--- src/rtl/adder_operand_fifo_if.sv ---
// adder_operand_fifo_if
//
// Bundles the producer-side and consumer-side handshake signals of the
// adder operand FIFO.
//
// Handshake semantics (both sides): a transfer happens on a rising clk edge
// exactly when valid && ready are both 1 at that edge. valid never depends
// combinationally on ready. Data is only meaningful while valid is 1.
//
// Signals:
//   in_valid, in_a, in_b   producer -> FIFO, operand pair offered
//   in_ready               FIFO -> producer, space available (!full)
//   A, B, out_valid        FIFO -> adder/consumer, head entry (zeros when empty)
//   out_ready              consumer -> FIFO, result taken, pop head
//   count, full, empty     FIFO occupancy status
//
// Modports:
//   slave  - the FIFO itself
//   master - the environment driving producer inputs and consuming outputs
interface adder_operand_fifo_if #(
    parameter int Width = 8,
    parameter int Depth = 4
);
    logic                     in_valid;
    logic                     in_ready;
    logic [Width-1:0]         in_a;
    logic [Width-1:0]         in_b;
    logic [Width-1:0]         A;
    logic [Width-1:0]         B;
    logic                     out_valid;
    logic                     out_ready;
    logic [$clog2(Depth):0]   count;
    logic                     full;
    logic                     empty;

    modport slave (
        input  in_valid, in_a, in_b, out_ready,
        output in_ready, A, B, out_valid, count, full, empty
    );

    modport master (
        output in_valid, in_a, in_b, out_ready,
        input  in_ready, A, B, out_valid, count, full, empty
    );
endinterface

--- src/rtl/adder_operand_fifo.sv ---
// adder_operand_fifo
//
// In-order buffer of (A, B) operand pairs placed directly in front of a
// combinational adder. The oldest stored pair drives A/B; the consumer
// samples the adder result C in the cycle it raises out_ready, which pops
// the head.
//
// Ports:
//   clk   single clock, rising edge
//   rst   synchronous active-low reset (0 = reset)
//   bus   adder_operand_fifo_if.slave (handshakes, head data, status)
//
// Behaviour notes:
//   - in_ready = !full; a push is refused while full even if a pop happens
//     in the same cycle (no pass-through).
//   - out_valid = !empty; a pushed pair is visible only after the edge that
//     writes it (no bypass).
//   - All outputs come from registers only, so A/B/out_valid never depend
//     combinationally on in_valid or out_ready.
module adder_operand_fifo #(
    parameter int Width = 8,
    parameter int Depth = 4
) (
    input  logic                  clk,
    input  logic                  rst,
    adder_operand_fifo_if.slave   bus
);
    localparam int PtrW = $clog2(Depth);
    localparam int CntW = PtrW + 1;

    logic [2*Width-1:0] mem_q [Depth];
    logic [2*Width-1:0] mem_d [Depth];
    logic [PtrW-1:0]    wr_ptr_q, wr_ptr_d;
    logic [PtrW-1:0]    rd_ptr_q, rd_ptr_d;
    logic [CntW-1:0]    count_q, count_d;

    logic               full;
    logic               empty;
    logic               push;
    logic               pop;
    logic [2*Width-1:0] head;

    always_comb begin
        full     = (count_q == CntW'(Depth));
        empty    = (count_q == '0);
        push     = bus.in_valid && !full;
        pop      = !empty && bus.out_ready;

        mem_d    = mem_q;
        wr_ptr_d = wr_ptr_q;
        rd_ptr_d = rd_ptr_q;
        count_d  = count_q;

        if (push) begin
            mem_d[wr_ptr_q] = {bus.in_a, bus.in_b};
            // Depth is a power of two, so the pointer wraps by overflow.
            wr_ptr_d        = wr_ptr_q + PtrW'(1);
        end

        if (pop) begin
            rd_ptr_d = rd_ptr_q + PtrW'(1);
        end

        case ({push, pop})
            2'b10:   count_d = count_q + CntW'(1);
            2'b01:   count_d = count_q - CntW'(1);
            default: count_d = count_q;
        endcase
    end

    // Pointers and occupancy: reset wins over any same-cycle push/pop.
    always_ff @(posedge clk) begin
        if (!rst) begin
            wr_ptr_q <= '0;
            rd_ptr_q <= '0;
            count_q  <= '0;
        end else begin
            wr_ptr_q <= wr_ptr_d;
            rd_ptr_q <= rd_ptr_d;
            count_q  <= count_d;
        end
    end

    // Storage is never cleared; resetting the pointers discards it logically.
    always_ff @(posedge clk) begin
        mem_q <= mem_d;
    end

    assign head          = mem_q[rd_ptr_q];
    assign bus.A         = empty ? '0 : head[2*Width-1:Width];
    assign bus.B         = empty ? '0 : head[Width-1:0];
    assign bus.out_valid = !empty;
    assign bus.in_ready  = !full;
    assign bus.full      = full;
    assign bus.empty     = empty;
    assign bus.count     = count_q;

endmodule

--- src/flat_wrapper.sv ---
// flat-port wrapper written by rule: the top's interface ports become plain ports
module adder_operand_fifo_flat 
#(
    parameter int Width = 8,
    parameter int Depth = 4
)
  (clk, rst, bus_in_valid, bus_in_a, bus_in_b, bus_out_ready, bus_in_ready, bus_A, bus_B, bus_out_valid, bus_count, bus_full, bus_empty);
  adder_operand_fifo_if #(.Width(Width), .Depth(Depth)) bus_i ();
  input  logic clk;
  input  logic rst;
  input wire logic [$bits(bus_i.in_valid)-1:0] bus_in_valid;
  input wire logic [$bits(bus_i.in_a)-1:0] bus_in_a;
  input wire logic [$bits(bus_i.in_b)-1:0] bus_in_b;
  input wire logic [$bits(bus_i.out_ready)-1:0] bus_out_ready;
  output wire logic [$bits(bus_i.in_ready)-1:0] bus_in_ready;
  output wire logic [$bits(bus_i.A)-1:0] bus_A;
  output wire logic [$bits(bus_i.B)-1:0] bus_B;
  output wire logic [$bits(bus_i.out_valid)-1:0] bus_out_valid;
  output wire logic [$bits(bus_i.count)-1:0] bus_count;
  output wire logic [$bits(bus_i.full)-1:0] bus_full;
  output wire logic [$bits(bus_i.empty)-1:0] bus_empty;
  assign bus_i.in_valid = bus_in_valid;
  assign bus_i.in_a = bus_in_a;
  assign bus_i.in_b = bus_in_b;
  assign bus_i.out_ready = bus_out_ready;
  assign bus_in_ready = bus_i.in_ready;
  assign bus_A = bus_i.A;
  assign bus_B = bus_i.B;
  assign bus_out_valid = bus_i.out_valid;
  assign bus_count = bus_i.count;
  assign bus_full = bus_i.full;
  assign bus_empty = bus_i.empty;
  adder_operand_fifo #(.Width(Width), .Depth(Depth)) u_core (.clk(clk), .rst(rst), .bus(bus_i));
endmodule
--- config.mk ---
export PLATFORM = sky130hd
export DESIGN_NAME = adder_operand_fifo_flat
export DESIGN_NICKNAME = d
export VERILOG_FILES = /design/src/rtl/adder_operand_fifo_if.sv /design/src/rtl/adder_operand_fifo.sv /design/src/flat_wrapper.sv
export SDC_FILE = /design/constraint.sdc
export NUM_CORES = 1
export LEC_CHECK = 0
export CAP_MARGIN = 20
export CORE_AREA = 2 2 90 92
export DETAILED_ROUTE_END_ITERATION = 7
export DIE_AREA = 0 0 92 94
export PLACE_DENSITY_LB_ADDON = 0.08
export SLEW_MARGIN = 0
export SYNTH_ARGS = -nofsm -noshare
export SYNTH_HDL_FRONTEND = slang
export SYNTH_SLANG_ARGS = --single-unit
--- constraint.sdc ---
create_clock -name clk -period 5.7 [get_ports clk]
set_input_delay 1.425 -clock clk [delete_from_list [all_inputs] [get_ports clk]]
set_output_delay 1.425 -clock clk [all_outputs]
set_load 0.05 [all_outputs]
; ---- Word level (Yosys, flattened, before mapping)
; Index checks and enable logic that the tools add are counted.
[word_totals]
reg_bits = 71
latchBits = 0
mem_bits_rw = 0
mem_bits_ro = 0
out_inout_bits = 23
elab_cells = 35
n_memories = 0
[op_classes]
n_addsub = 4
multipliers = 0
div = 0
order_cmp = 3
n_eq_ne = 3
n_shift = 0
mux = 9
bitwise_logic = 2
n_reduce_logical = 7
[ops]
columns = op, count
row1 = 64-bit bitwise mux, 1
row2 = 16-bit two-way mux, 3
row3 = 16-bit binary-select mux with 2-bit select, 1
row4 = 16-bit demux with 2-bit select, 1
row5 = 8-bit two-way mux, 2
row6 = "3-bit greater-or-equal comparator, second input constant", 2
row7 = 2-bit NOT with 3-bit output, 2
row8 = 3-bit one-hot mux with 2 select lines, 1
row9 = "2-bit by 1-bit adder with 2-bit output, second input constant", 2
row10 = "3-bit by 1-bit adder with 3-bit output, second input constant", 1
row11 = "3-bit == test, second input constant", 1
row12 = 1-bit logical AND, 3
row13 = 3-bit zero test, 1
row14 = "3-bit by 1-bit less-than comparator with 1-bit output, second input constant", 1
row15 = "3-bit by 1-bit subtractor with 3-bit output, second input constant", 1
row16 = "2-bit by 1-bit == test with 1-bit output, second input constant", 1
row17 = "2-bit == test, second input constant", 1
row18 = 1-bit zero test, 2
row19 = 2-bit nonzero test, 1

; ---- Longest topological paths before layout
[depth]
word_depth = 6
ltp_mapped = 12
mapped_depth_nobuf = 11

; ---- Least setup slack after synthesis
; Ideal clock, no wire load.
[synth_timing]
path_kind = flip-flop to output port
startpoint = reg u_core.count_q[2], in the netlist u_core.bus.count[2]
endpoint = out bus_A[1]
arrival_time_ns = 1.950
required_time_ns = 4.275
slack_ns = 2.325
stages_incl_launch_ff = 5
n_path_buf = 2
path_cell_list = dfxtp_1 > nor3_1 > clkbuf_1 > buf_4 > nor2b_1
[synth_via]
elab_chain_cells = 2
[synth_rtl]
columns = item, line
row1 = "start, declared", adder_operand_fifo.sv:35  ; logic [CntW-1:0] count_q, count_d;
row2 = "start signal, assigned", adder_operand_fifo.sv:80  ; count_q <= count_d;
row3 = 3-bit zero test, adder_operand_fifo.sv:45  ; empty = (count_q == '0);
row4 = net bus_empty, flat_wrapper.sv:21  ; output wire logic [$bits(bus_i.empty)-1:0] bus_empty;
row5 = 8-bit two-way mux, adder_operand_fifo.sv:90  ; assign bus.A = empty ? '0 : head[2*Width-1:Width];
row6 = "end, declared", flat_wrapper.sv:16  ; output wire logic [$bits(bus_i.A)-1:0] bus_A;
; The timed path passes the listed nets, and every way through them passes these cells.

; ---- Final worst setup path
[layout_timing]
startpoint = reg u_core.rd_ptr_q[0]
endpoint = out bus_B[5]
[layout_via]
elab_chain_cells = 5
[layout_rtl]
columns = item, line
row1 = "start, declared", adder_operand_fifo.sv:34  ; logic [PtrW-1:0] rd_ptr_q, rd_ptr_d;
row2 = "start signal, assigned", adder_operand_fifo.sv:79  ; rd_ptr_q <= rd_ptr_d;
row3 = 2-bit NOT with 3-bit output (implied by the code), adder_operand_fifo.sv:89  ; assign head = mem_q[rd_ptr_q];
row4 = 16-bit binary-select mux with 2-bit select, adder_operand_fifo.sv:89
row5 = 16-bit two-way mux (implied by the code) (2 in series), adder_operand_fifo.sv:89
row6 = 8-bit two-way mux, adder_operand_fifo.sv:91  ; assign bus.B = empty ? '0 : head[Width-1:0];
row7 = "end, declared", flat_wrapper.sv:17  ; output wire logic [$bits(bus_i.B)-1:0] bus_B;
; Every way passes these cells. The select of a mux whose other input is x is not followed.

==> summary.md <==
| Metric | Value |
|---|---|
| Routed wire length | `around 5200 um` |
| CP Cell Sequence | `buf_8 > mux4_1 > and2b_1 > clkdlybuf4s50_1` |
| Worst-path clk slew | `0.07 ns` |
| Worst skew pair latency | `~0.33 ns` |
| Top post-synthesis cells by count | `64 x edfxtp_1, 9 x mux4_1, 9 x nor2b_1` |
| Final setup violation count | `0` |
| CP bufs+invs | `2` |
| Largest net degree at the start of global routing | `23` |
| Initial Util | `slightly below 40%` |
| Antenna diodes | `0` |
| Hold WC Path Type | `register to register` |
| Crit-path max FO | `12` |
| Root buffer cell | `clkbuf_8` |
| Post-synth top area share | `about two thirds` |
| Synth cell types | `26` |
| Synthesized area | `2930 sq um` |
| DRC viols | `0` |
| Post-synthesis sequential area ratio | `between 70% and 80%` |
| Area share of fa/ha/maj cells after synthesis | `2.82%` |
| Global route overflow | `0` |
| Routed length per instance | `approximately 17 um` |
| Power Density | `approximately 550 nW/um^2` |
| I/O pins | `43` |
| Port bufs | `42` |
| P_leak | `about 1.3 nW` |
| Crit path DAT | `2.72 ns` |
| Final Non-Filler Cells | `309` |
| Largest family of logic cells by synthesized area | `multiplexers` |
| CP max stage cell | `dfxtp_1` |
| EDFF count, synth | `64` |
| Initial antenna violation count | `0` |
| RSZ-0062 raised after global routing | `false` |
| Clock sinks | `71` |
| Max clock buf depth | `2` |
| Async SR Flop Fraction | `0%` |
| Die Y | `~94 um` |
| Top FF cell, synth | `edfxtp_1` |
| HPWL after DPL | `around 3200 um` |
| GR Util All Layers | `between 10% and 20%` |
| Minimum clock period | `slightly above 4 ns` |
| Post-synth top area cell | `edfxtp_1` |
| Die Wd | `slightly above 90 um` |
| Synth Net Count | `181` |
| Share of cells above drive strength 1 | `a little over an eighth` |
| Slew @ Worst Pin | `between 0.9 and 1 ns` |
| Synth top area cells | `edfxtp_1 66%, mux4_1 8.1%, mux4_2 5.4%, dfxtp_1 4.8%, ha_1 2.1%` |
| Status | `completed` |
| Postcts setup bufs | `0` |
| Core area | `7610 sq um` |
| Site Rows | `32` |
| Total of max-cap violations | `0` |
| Worst Hold Margin | `0.519 ns` |
| TritonCTS clock tree | `yes` |
| Setup clock skew after layout | `roughly 0.0050 ns` |
| Top-count cell post-synth | `edfxtp_1` |
| CP endpoint kind | `output pin` |
| Vias per cell | `4.67` |
| Antenna viol nets, final | `0` |
| Period utilization | `between 70% and 80%` |
| H-tree levels | `3` |
| Gpl congestion | `approximately 0.6` |
| First-pass GRT wire length | `between 8000 and 9000 um` |
| Area growth from synthesis to layout | `25.9%` |
| Placed cell count | `293` |
| Synth Register Bits | `71` |
| Crit path kind | `register to output pin` |
| CTS Buf Count | `9` |
| Vias after detailed routing | `roughly 1,400` |
| Xor and xnor area share after synthesis | `less than 1%` |
| Slew Viols, Final | `0` |
| Filler cells | `approximately 660` |
| Mean post-synth cell area | `~19 sq um` |
| Max_slew headroom | `38.2%` |
| Hold Buf Count CTS | `0` |
| Hold Violations, Final | `0` |
| Mux cell area share after synthesis | `between 10 and 15%` |
| VDD IR max | `0.221 mV` |
| Setup_tns | `0 ns` |
| YS warnings | `0` |
| Critical Path Start Type | `register` |
| CP top delay family | `buffers and inverters` |
| Vias in the first global route | `around 1,600` |
| Req. time, crit path | `between 4 and 5 ns` |
| DR pass1 iterations | `4` |
| Max Freq | `approximately 240 MHz` |
| Post-synthesis compound-gate area fraction | `1.20%` |
| Synth Area in Simple Gates | `roughly 7.8%` |
| Die area | `about 8600 sq um` |
| Cells after synthesis | `155` |
| Final nets | `~230` |
| Layout Utilization | `between 40% and 50%` |
| Max incr delay on CP | `between 0.7 and 0.8 ns` |
| First DRT Iteration DRCs | `a little over 60` |
| Post_cts resized | `0` |
logic make-up after synthesis:
logic type,after synthesis
XOR/XNOR,2
flip-flops,71
adder cells (fa/ha/maj),6
AO/OA/AOI/OAI,6
multiplexers,18
AND/OR/NAND/NOR,36
buffers and inverters,16
where the power goes:
group / switching (mW) / internal [mW] / leakage, nW / total [mW]
clock: 0.186 / 0.292 / 0.120 / 0.478
combinational: 0.537 / 0.333 / 0.487 / 0.870
sequential: 0.0445 / 0.631 / 0.645 / 0.675
total: 0.768 / 1.26 / 1.25 / 2.02
worst paths after layout:
check | startpoint | end | slack (ns) | depth (start not counted)
max reg2reg | u_core.bus.count[2] | u_core.bus.count[2] | 3.41 | 9
min reg2reg | u_core.wr_ptr_q[1] | u_core.wr_ptr_q[1] | 0.52 | 2
min | u_core.wr_ptr_q[1] | u_core.wr_ptr_q[1] | 0.52 | 2
max | u_core.rd_ptr_q[0] | bus_B[5] | 1.56 | 4
through the flow:
step	total power, mW	setup WS (ns)	area [sq um]
finish	2.02	1.56	3690
global route	2.13	1.41	3690
CTS	2.05	1.50	3690
detailed placement	1.57	1.87	3440
global placement	1.55	1.64	3430
floorplan	1.30	2.33	2930
placed cells by master (no fill, tap or decap), types with 4 or more instances in the layout:
cell type and instances:
dfxtp_1 7, mux4_2 7, mux4_1 9, and2_1 6, nand2_1 7, edfxtp_1 64
clkdlybuf4s50_1 42, ha_1 5, clkbuf_8 9, nor2b_1 9, o21ai_0 4, and2b_1 8
inv_1 8
worst register-to-register path, stage by stage, from the launching register on:
cell	delay, ns
dfxtp_1	0.42
nor3_2	0.07
buf_4	0.22
and2b_1	0.24
ha_1	0.18
inv_1	0.06
fa_1	0.37
xor2_1	0.16
or3_1	0.30
a21boi_0	0.19
final cells by class:
| type | instances | area [sq um] | share of cell area, % |
|---|---|---|---|
| clock buffers | 9 | 124 | 3.36 |
| clock inverters | 7 | 120 | 3.26 |
| inverters | 8 | 30.0 | 0.814 |
| multi-input cells | 68 | 782 | 21.2 |
| flip-flops and latches | 71 | 2060 | 55.9 |
| well taps | 102 | 128 | 3.46 |
| repair buffers | 44 | 443 | 12.0 |
state kept, by name (all words and copies together), names as in the netlist:
| name | flops |
|---|---|
| u_core.bus.count | 3 |
| u_core.rd_ptr_q | 2 |
| u_core.mem_q | 64 |
| u_core.wr_ptr_q | 2 |
metal layers:
metal | global-route usage, % | up-vias | share of wire, %
li1 | - | 692 | -
met1 | 15.3 | 713 | 43
met2 | 22.8 | 31 | 53
met3 | 3.21 | 8 | 3.6
met4 | 6.34 | 0 | 1.3
met5 | 0 | - | 0
Note: power is estimated with default switching activity, not from simulation.
